===== config.mk =====
export PLATFORM = sky130hd
export DESIGN_NAME = rect_overlay_ctrl
export DESIGN_NICKNAME = d
export VERILOG_FILES = /design/src/rtl/rect_overlay_ctrl.sv
export SDC_FILE = /design/constraint.sdc
export NUM_CORES = 1
export LEC_CHECK = 0
export BUFFER_PORTS_ARGS = -buffer_cell sky130_fd_sc_hd__buf_2
export CAP_MARGIN = 20
export CORE_ASPECT_RATIO = 1.75
export CORE_MARGIN = 10
export CORE_UTILIZATION = 60
export DETAILED_ROUTE_END_ITERATION = 6
export GPL_ROUTABILITY_DRIVEN = 0
export PLACE_DENSITY = 0.78
export SYNTH_ARGS = -nofsm -noshare
export SYNTH_HDL_FRONTEND = slang
export SYNTH_SLANG_ARGS = --single-unit
export TNS_END_PERCENT = 30

===== constraint.sdc =====
create_clock -name pclk -period 31.7 [get_ports pclk]
set_input_delay 1.585 -clock pclk [delete_from_list [all_inputs] [get_ports pclk]]
set_output_delay 1.585 -clock pclk [all_outputs]
set_load 0.02 [all_outputs]

===== src/rtl/rect_overlay_ctrl.sv =====
// Rectangle overlay controller: shadow/active descriptor sets committed at vblank start,
// plus a 2-stage hit/priority pixel pipeline with matching hs/vs delay.

module rect_hit (
   input  logic        en_i,
   input  logic [10:0] xmin_i,
   input  logic [10:0] xmax_i,
   input  logic [10:0] ymin_i,
   input  logic [10:0] ymax_i,
   input  logic [10:0] hcount_i,
   input  logic [10:0] vcount_i,
   output logic        hit_o
);
   // An inverted range (min > max) simply never matches.
   assign hit_o = en_i && (hcount_i >= xmin_i) && (hcount_i <= xmax_i)
                       && (vcount_i >= ymin_i) && (vcount_i <= ymax_i);
endmodule

module rect_overlay_ctrl #(
   parameter int          NUM_RECT = 4,
   parameter logic [11:0] BG_COLOR = 12'h888,
   parameter int          IDX_W    = $clog2(NUM_RECT)
) (
   input  logic             pclk,
   input  logic             rst,
   input  logic [10:0]      hcount,
   input  logic [10:0]      vcount,
   input  logic             hsync,
   input  logic             vsync,
   input  logic             hblnk,
   input  logic             vblnk,
   input  logic             cfg_valid,
   output logic             cfg_ready,
   input  logic [IDX_W-1:0] cfg_idx,
   input  logic [10:0]      cfg_xmin,
   input  logic [10:0]      cfg_xmax,
   input  logic [10:0]      cfg_ymin,
   input  logic [10:0]      cfg_ymax,
   input  logic [11:0]      cfg_color,
   input  logic             cfg_en,
   output logic             pending,
   output logic             commit_pulse,
   output logic             hs,
   output logic             vs,
   output logic [3:0]       r,
   output logic [3:0]       g,
   output logic [3:0]       b
);
   typedef struct packed {
      logic        en;
      logic [10:0] xmin;
      logic [10:0] xmax;
      logic [10:0] ymin;
      logic [10:0] ymax;
      logic [11:0] color;
   } desc_t;

   typedef enum logic [1:0] {IDLE, PENDING, COMMIT} state_t;

   localparam logic [IDX_W:0] NUM_RECT_W = NUM_RECT[IDX_W:0];

   state_t               state_q, state_d;
   desc_t [NUM_RECT-1:0] shadow_q, active_q;
   desc_t                wr_desc;
   logic                 vblnk_q, vblnk_rise;
   logic                 wr_acc, wr_hit;
   logic                 ready_q, commit_q, pending_q;
   logic [NUM_RECT-1:0]  hit_c, hit_q;
   logic                 blank_q;
   logic [1:0]           hs_pipe_q, vs_pipe_q;
   logic [11:0]          rgb_d, rgb_q;

   assign vblnk_rise = vblnk && !vblnk_q;
   assign wr_acc     = cfg_valid && ready_q;
   assign wr_hit     = wr_acc && ({1'b0, cfg_idx} < NUM_RECT_W);

   always_comb begin
      wr_desc       = '0;
      wr_desc.en    = cfg_en;
      wr_desc.xmin  = cfg_xmin;
      wr_desc.xmax  = cfg_xmax;
      wr_desc.ymin  = cfg_ymin;
      wr_desc.ymax  = cfg_ymax;
      wr_desc.color = cfg_color;
   end

   // A write landing in the vblnk_rise cycle still makes this frame's commit.
   always_comb begin
      state_d = state_q;
      unique case (state_q)
         IDLE:    if (wr_hit) state_d = vblnk_rise ? COMMIT : PENDING;
         PENDING: if (vblnk_rise) state_d = COMMIT;
         COMMIT:  state_d = IDLE;
         default: state_d = IDLE;
      endcase
   end

   always_ff @(posedge pclk or posedge rst) begin
      if (rst) begin
         state_q   <= IDLE;
         vblnk_q   <= 1'b0;
         ready_q   <= 1'b1;
         commit_q  <= 1'b0;
         pending_q <= 1'b0;
      end else begin
         state_q   <= state_d;
         vblnk_q   <= vblnk;
         ready_q   <= (state_d != COMMIT);
         commit_q  <= (state_d == COMMIT);
         pending_q <= (state_d != IDLE);
      end
   end

   always_ff @(posedge pclk or posedge rst) begin
      if (rst) begin
         shadow_q <= '0;
         active_q <= '0;
      end else begin
         if (wr_hit) shadow_q[cfg_idx] <= wr_desc;
         if (state_q == COMMIT) active_q <= shadow_q;
      end
   end

   for (genvar i = 0; i < NUM_RECT; i++) begin : g_rect
      rect_hit u_hit (
         .en_i     (active_q[i].en),
         .xmin_i   (active_q[i].xmin),
         .xmax_i   (active_q[i].xmax),
         .ymin_i   (active_q[i].ymin),
         .ymax_i   (active_q[i].ymax),
         .hcount_i (hcount),
         .vcount_i (vcount),
         .hit_o    (hit_c[i])
      );
   end

   // Walk from lowest priority up so index 0 is applied last and wins.
   always_comb begin
      rgb_d = BG_COLOR;
      for (int i = NUM_RECT - 1; i >= 0; i--)
         if (hit_q[i]) rgb_d = active_q[i].color;
      if (blank_q) rgb_d = '0;
   end

   always_ff @(posedge pclk or posedge rst) begin
      if (rst) begin
         hit_q     <= '0;
         blank_q   <= 1'b0;
         hs_pipe_q <= '0;
         vs_pipe_q <= '0;
         rgb_q     <= '0;
      end else begin
         hit_q     <= hit_c;
         blank_q   <= hblnk || vblnk;
         hs_pipe_q <= {hs_pipe_q[0], hsync};
         vs_pipe_q <= {vs_pipe_q[0], vsync};
         rgb_q     <= rgb_d;
      end
   end

   assign cfg_ready    = ready_q;
   assign commit_pulse = commit_q;
   assign pending      = pending_q;
   assign hs           = hs_pipe_q[1];
   assign vs           = vs_pipe_q[1];
   assign {r, g, b}    = rgb_q;
endmodule


==> results of run 1 <==
per-layer routing:
layer  global-route usage [%]  routed length [microns]  vias up
met3                     2.87                     1460      101
met1                     22.5                    17900     6748
met5                        0                       34        -
li1                         -                        -     6118
met4                     8.37                     1740        6
met2                     39.4                    25700      201
per-stage QoR:
step	worst slack, ps	instance area, sq um	power (mW)	util [%]	hold WS [ps]
6_report	28150	24600	2.03	67.0	355
5_1_grt	27730	24600	2.17	67.0	367
4_1_cts	27960	24600	2.05	66.9	363
3_5_place_dp	27350	23200	1.54	63.2	348
3_3_place_gp	27450	23200	1.49	63.2	333
2_1_floorplan	16640	22300	1.36	-	331
layout by cell type (no fill, tap or decap), types with 6 or more instances in the layout:
| cell | count |
|---|---|
| o21a_1 | 9 |
| nor2_1 | 46 |
| nor3b_1 | 6 |
| clkbuf_16 | 43 |
| inv_1 | 176 |
| a21o_1 | 11 |
| buf_4 | 9 |
| o2111ai_1 | 6 |
| clkinv_2 | 9 |
| clkbuf_8 | 10 |
| buf_2 | 104 |
| nand4_1 | 22 |
| ha_1 | 176 |
| nand3b_1 | 10 |
| o21ai_0 | 25 |
| dfrtp_1 | 482 |
| clkbuf_1 | 9 |
| mux2_1 | 41 |
| a211oi_1 | 14 |
| a21oi_1 | 79 |
| nor3_1 | 10 |
| mux2_2 | 415 |
| nor2b_1 | 14 |
| nand2_1 | 39 |
| o31ai_1 | 7 |
flip-flops by register name (all words and copies together), names as in the netlist:
signal / cells
active_q: 228
blank_q: 1
cfg_ready: 1
commit_pulse: 1
hit_q: 4
hs_pipe_q: 2
pending: 1
rgb_q: 12
shadow_q: 228
state_q: 2
vblnk_q: 1
vs_pipe_q: 2
layout make-up:
| class | count | share of cell area [%] |
|---|---|---|
| Sequential cell | 483 | 49.1 |
| Tap cell | 475 | 2.41 |
| Clock buffer | 62 | 5.07 |
| Clock inverter | 13 | 0.407 |
| Inverter | 177 | 2.73 |
| Multi-Input combinational cell | 977 | 37.7 |
| Timing Repair Buffer | 116 | 2.60 |
cell families (layout without fill, tap and decap cells):
kind of cell / Yosys count / after routing / synth area share (%)
AOI/OAI and AO/OA: 172 / 172 / 4.67
adders and majority gates: 176 / 176 / 9.87
buffers and inverters: 234 / 368 / 4.31
DFF: 483 / 483 / 54.2
muxes: 456 / 456 / 23.0
and+or+nand+nor: 173 / 173 / 3.96
critical path, delay by kind of cell:
family	cells	cell delay [ps]
buffers and inverters	5	2410
power by group:
part | internal (mW) | leakage (nW) | switching [mW]
Combinational | 0.300 | 5.26 | 0.275
Sequential | 0.830 | 5.79 | 0.117
Clock | 0.282 | 0.671 | 0.224
final timing paths:
kind | from | endpoint | slack, ps | depth (start not counted)
worst max-delay path | rst | active_q[165] | 28150 | 5
worst min-delay path | hs_pipe_q[0] | hs_pipe_q[1] | 350 | 0
worst max register to register | state_q[1] | active_q[26] | 28640 | 4
worst min register to register | hs_pipe_q[0] | hs_pipe_q[1] | 350 | 0
max in group pclk | cfg_valid | shadow_q[23] | 28330 | 5
min in group asynchronous | rst | shadow_q[198] | 980 | 2
==> impl_metrics.yaml, run 1 <==
routing:
  drc: 0
  wirelength_microns: 46900
  vias_per_cell: 5.72
  ant_nets: 0
  wl_per_cell_microns: 20.4
  first_pass_iters: 4
  drt_iter0_markers: 512
  num_vias: 13200
outcome:
  status: "finished clean"
grt:
  antenna_found_initial: 4
  overflow: 0
  grtUsageTotal_pct: 20.7
  grt_start_max_net_pins: 191
  grt_pass1_vias: 14700
  grt_pass1_wl_microns: 76300
yosys:
  yosysTopAreaCellShare_pct: 54.1
  synth_edf_count: 0
  syn_avg_cell_area_sq_um: 13.2
  yosysTopAreaCell: "dfrtp_1"
  ys_types: 41
  synth_area_sq_um: 22300
  yosysWarnings: 0
  netlist_instances: 1694
  async_flop_share_pct: 100
  yosys_most_used_dff: "dfrtp_1"
  synth_most_common_cell: "dfrtp_1"
  synth_commonest_cells: "dfrtp_1, mux2_2, inv_1, ha_1, a21oi_1"
  yosysSeqAreaShare_pct: 54.2
  synth-seq-cells: 483
  synth_nets: 1958
  synthTopCellsByArea: "dfrtp_1, mux2_2, ha_1"
final_layout:
  antenna_cells: 0
  multiInputGateArea_sq_um: 9280
  layout.nets: 2062
  synthToLayoutAreaGrowth_pct: 10.3
  seq_area_sq_um: 12100
  fillers: 2821
  finalNonFillerCells: 2303
  drive_above_1_share_pct: 32.9
cts:
  clk_latency_ps: 560
  postCtsSetupBuffers: 0
  clock_sinks: 483
  post_cts_resized: 0
  cts.htree.levels: 2
  cts-root-buf: "clkbuf_16"
  hold_buffers: 0
  numCtsBuffers: 43
  clk_pin_slew_worst_paths_ps: 60
  tritoncts: "built"
  ctsLongestPathBuffers: 3
setup_path:
  arrival_ps: 4130
  crit_required_ps: 32280
  slowest_stage: "buf_4"
  criticalPathCategory: "in2async"
  cp_common_cell: "buf_4"
  crit_fanout: 119
  cpPeakStageDelay_ps: 810
  critPathCaptureType: "async pin"
  start_kind: "primary input"
  path_cells: "buf_2 -> inv_8 -> buf_16 -> buf_4 -> buf_4"
power:
  total_leakage_power_nw: 11.7
  power_density_nw_per_um2: 82.4
  ir_drop_uv: 49.7
placed_design:
  hpwl_microns: 31800
  dp_cells: 2227
  io_buffers: 104
timing:
  post-route-period-util_pct: 11.2
  setup-violations-final: 0
  worstMarginPinSlew_ps: 1070
  fmax_mhz: 282
  finalHoldViolations: 0
  setup_tns_ps: 0
  rsz0062_at_grt: "no"
  fin_crit_ps: 3550
  drv_slew: 0
  max_slew_margin_pct: 28.9
  skew_ps: 27.0
floorplanning:
  rows: 93
  core_area_sq_um: 36800
  fp.dieH_microns: 275
  initial_utilization_pct: 60.7
  fp.dieW_microns: 166
  die-area_sq_um: 45600
  ios: 105
flow_run:
  cap_violations: 0
hold_path:
  hp-class: "reg2reg"
Note: power is estimated with default switching activity, not from simulation.
==> run 2, diff against run 1 <==
Settings changed: ABC_AREA set to 1.
Clock period 31.7 ns to 3.4 ns, I/O delays scaled along.
==> impl_metrics.yaml, run 2 <==
setup_path:
  path_cells: "nand2_2 -> inv_2 -> nand3_4 -> buf_4 -> o21ai_0"
  cpPeakStageDelay_ps: 540
  critPathCaptureType: "flip-flop"
  start_kind: "flip-flop"
  crit_family: "simple AND/OR/NAND/NOR gates"
  r2r_start: "cfg_ready"
  r2r_end: "shadow_q[112]"
  crit_fanout: 54
  criticalPathCategory: "reg2reg"
  critPathBufInv: 2
  crit_required_ps: 3860
  slowest_stage: "dfstp_2"
  worstRegToRegCells: 5
  arrival_ps: 2580
  ff2ff_setup_slack_ps: 1280
final_layout:
  final_util_pct: 68.8
  synthToLayoutAreaGrowth_pct: 13.2
  layout.cells.most_common_list: "nand2_1, dfrtp_1, inv_1"
  reg_top3: "active_q x228, shadow_q x228, rgb_q x12"
  fillers: 2827
  layout.nets: 2844
  antenna_cells: 0
  stdcell_area_sq_um: 25300
  drive_above_1_share_pct: 9.57
  finalNonFillerCells: 3087
  final_common_cell: "nand2_1"
placed_design:
  dpl-instance-area_sq_um: 23300
  hpwl_microns: 36300
  pre_cts_slack_ps: 1360
  dp_cells: 2948
  io_buffers: 104
yosys:
  synth_edf_count: 0
  synth_most_common_cell: "nand2_1"
  ys_types: 29
  synth_mux_area_share_pct: 2.42
  synth-seq-cells: 483
  yosysTopAreaCellShare_pct: 54.0
  syn_avg_cell_area_sq_um: 9.14
  synth_xor_area_share_pct: 0
  yosysTopAreaCell: "dfrtp_1"
  netlist_instances: 2446
  async_flop_share_pct: 100
  yosysSeqAreaShare_pct: 54.1
  yosys_most_used_dff: "dfrtp_1"
  synth_compound_area_share_pct: 12.3
  yosys.area_share.simple_pct: 13.2
  synth_area_sq_um: 22400
  synth_top_family_by_area: "simple AND/OR/NAND/NOR gates"
  synth_adder_area_share_pct: 9.85
  synth_nets: 2710
  synth_commonest_cells: "nand2_1, dfrtp_1, inv_1, o21ai_0, nor2_1"
  yosysWarnings: 0
  synthTopCellsByArea: "dfrtp_1, ha_1, nand2_1"
grt:
  grt_start_max_net_pins: 139
  grt_pass1_wl_microns: 86700
  grtUsageTotal_pct: 23.0
  antenna_found_initial: 0
  overflow: 0
  grt_pass1_vias: 17300
power:
  total_leakage_power_nw: 13.3
  power_density_nw_per_um2: 692
  ir_drop_uv: 508
  power_mw: 17.5
timing:
  fin_crit_ps: 2120
  drv_slew: 0
  fmax_mhz: 472
  worstMarginPinSlew_ps: 935
  finalHoldViolations: 0
  rsz0062_at_grt: "no"
  post-route-period-util_pct: 62.4
  setup_ws_ps: 1280
  skew_ps: 8.93
  max_slew_margin_pct: 37.7
  setup-violations-final: 0
routing:
  vias_per_cell: 5.43
  wirelength_microns: 52800
  num_vias: 16800
  first_pass_iters: 7
  drt_iter0_markers: 1139
  wl_per_cell_microns: 17.1
  drc: 1
  ant_nets: 0
cts:
  post_cts_resized: 0
  clock_sinks: 483
  clk_latency_ps: 570
  ctsLongestPathBuffers: 3
  cts.htree.levels: 2
  tritoncts: "built"
  postCtsSetupBuffers: 0
  clk_pin_slew_worst_paths_ps: 60
  cts-root-buf: "clkbuf_16"
  numCtsBuffers: 43
floorplanning:
  rows: 93
  fp.dieW_microns: 166
  die-area_sq_um: 45700
  fp.dieH_microns: 275
  core_area_sq_um: 36800
  ios: 105
  initial_utilization_pct: 60.8
flow_run:
  cap_violations: 0
hold_path:
  hp-class: "in2reg"
  min_to: "pending"
  min_path_cells: 5
  hold_path.startpoint: "cfg_valid"
outcome:
  status: "finished with violations"
  violations: "design-rule violations"
## run 2: cell types whose count changed in the layout (fill, tap and decap cells not counted), moves of 115 or more
cell / before / now
mux2_2: 415 / 48
a21oi_1: 79 / 194
nand2_1: 39 / 491
nor2_1: 46 / 195
inv_1: 176 / 351
o21ai_0: 25 / 318
## run 2: layout make-up
cell class / count / area, sq um / area share, %
clock inverter: 10 / 80.1 / 0.317
clock buffer: 67 / 1310 / 5.17
timing repair buffer: 189 / 1410 / 5.59
multi-input combinational: 1510 / 8480 / 33.5
sequential: 483 / 12100 / 47.8
inverter: 353 / 1330 / 5.25
tap: 475 / 594 / 2.35
## run 2: how the worst max path moves through the flow
stage / startpoint / endpoint / slack, ps / cells after the start
floorplan: rst / active_q[0] / -3320 / 1
CTS: cfg_ready / shadow_q[112] / 1290 / 5
global placement: cfg_ready / shadow_q[83] / 1430 / 6
detailed placement: cfg_ready / shadow_q[84] / 1360 / 6
global route: cfg_ready / shadow_q[60] / 1140 / 5
finish: cfg_ready / shadow_q[112] / 1280 / 5
## run 2: report_power, final
| part | switching [mW] | internal, mW | total, mW |
|---|---|---|---|
| clock network | 2.12 | 2.72 | 4.84 |
| logic | 2.76 | 1.83 | 4.58 |
| registers | 0.720 | 7.37 | 8.09 |
| total | 5.59 | 11.9 | 17.5 |
## run 2: worst reg2reg max path: stages (launching register included)
cell,delay (ps)
dfstp_2,540
nand2_2,100
inv_2,150
nand3_4,510
buf_4,470
o21ai_0,260
## run 2: logic make-up (layout without fill, tap and decap cells)
logic type      count (synthesis)  in the layout
fa+ha+maj                     176            176
compound gates                535            535
flops                         483            483
buf+inv                       453            619
simple gates                  751            751
mux                            48             48
## run 2: what timing repair did
action                     4_1_cts  5_1_grt
hold buffers                    62        0
hold endpoints to repair       227        0
setup endpoints to repair        0        0
## run 2: per-layer routing
| metal | vias to the layer above | track usage (%) | wire, microns |
|---|---|---|---|
| li1 | 8074 | - | - |
| met4 | 0 | 11.3 | 2500 |
| met5 | - | 0 | 0 |
| met2 | 384 | 42.7 | 28100 |
| met3 | 124 | 2.49 | 1860 |
| met1 | 8187 | 25.8 | 20300 |
## run 2: through the flow
stage               hold WS [ps]  setup TNS [ps]
floorplan                    201        -1599750
global placement             238               0
detailed placement           245               0
CTS                         33.7               0
global route                72.3               0
finish                      28.5               0
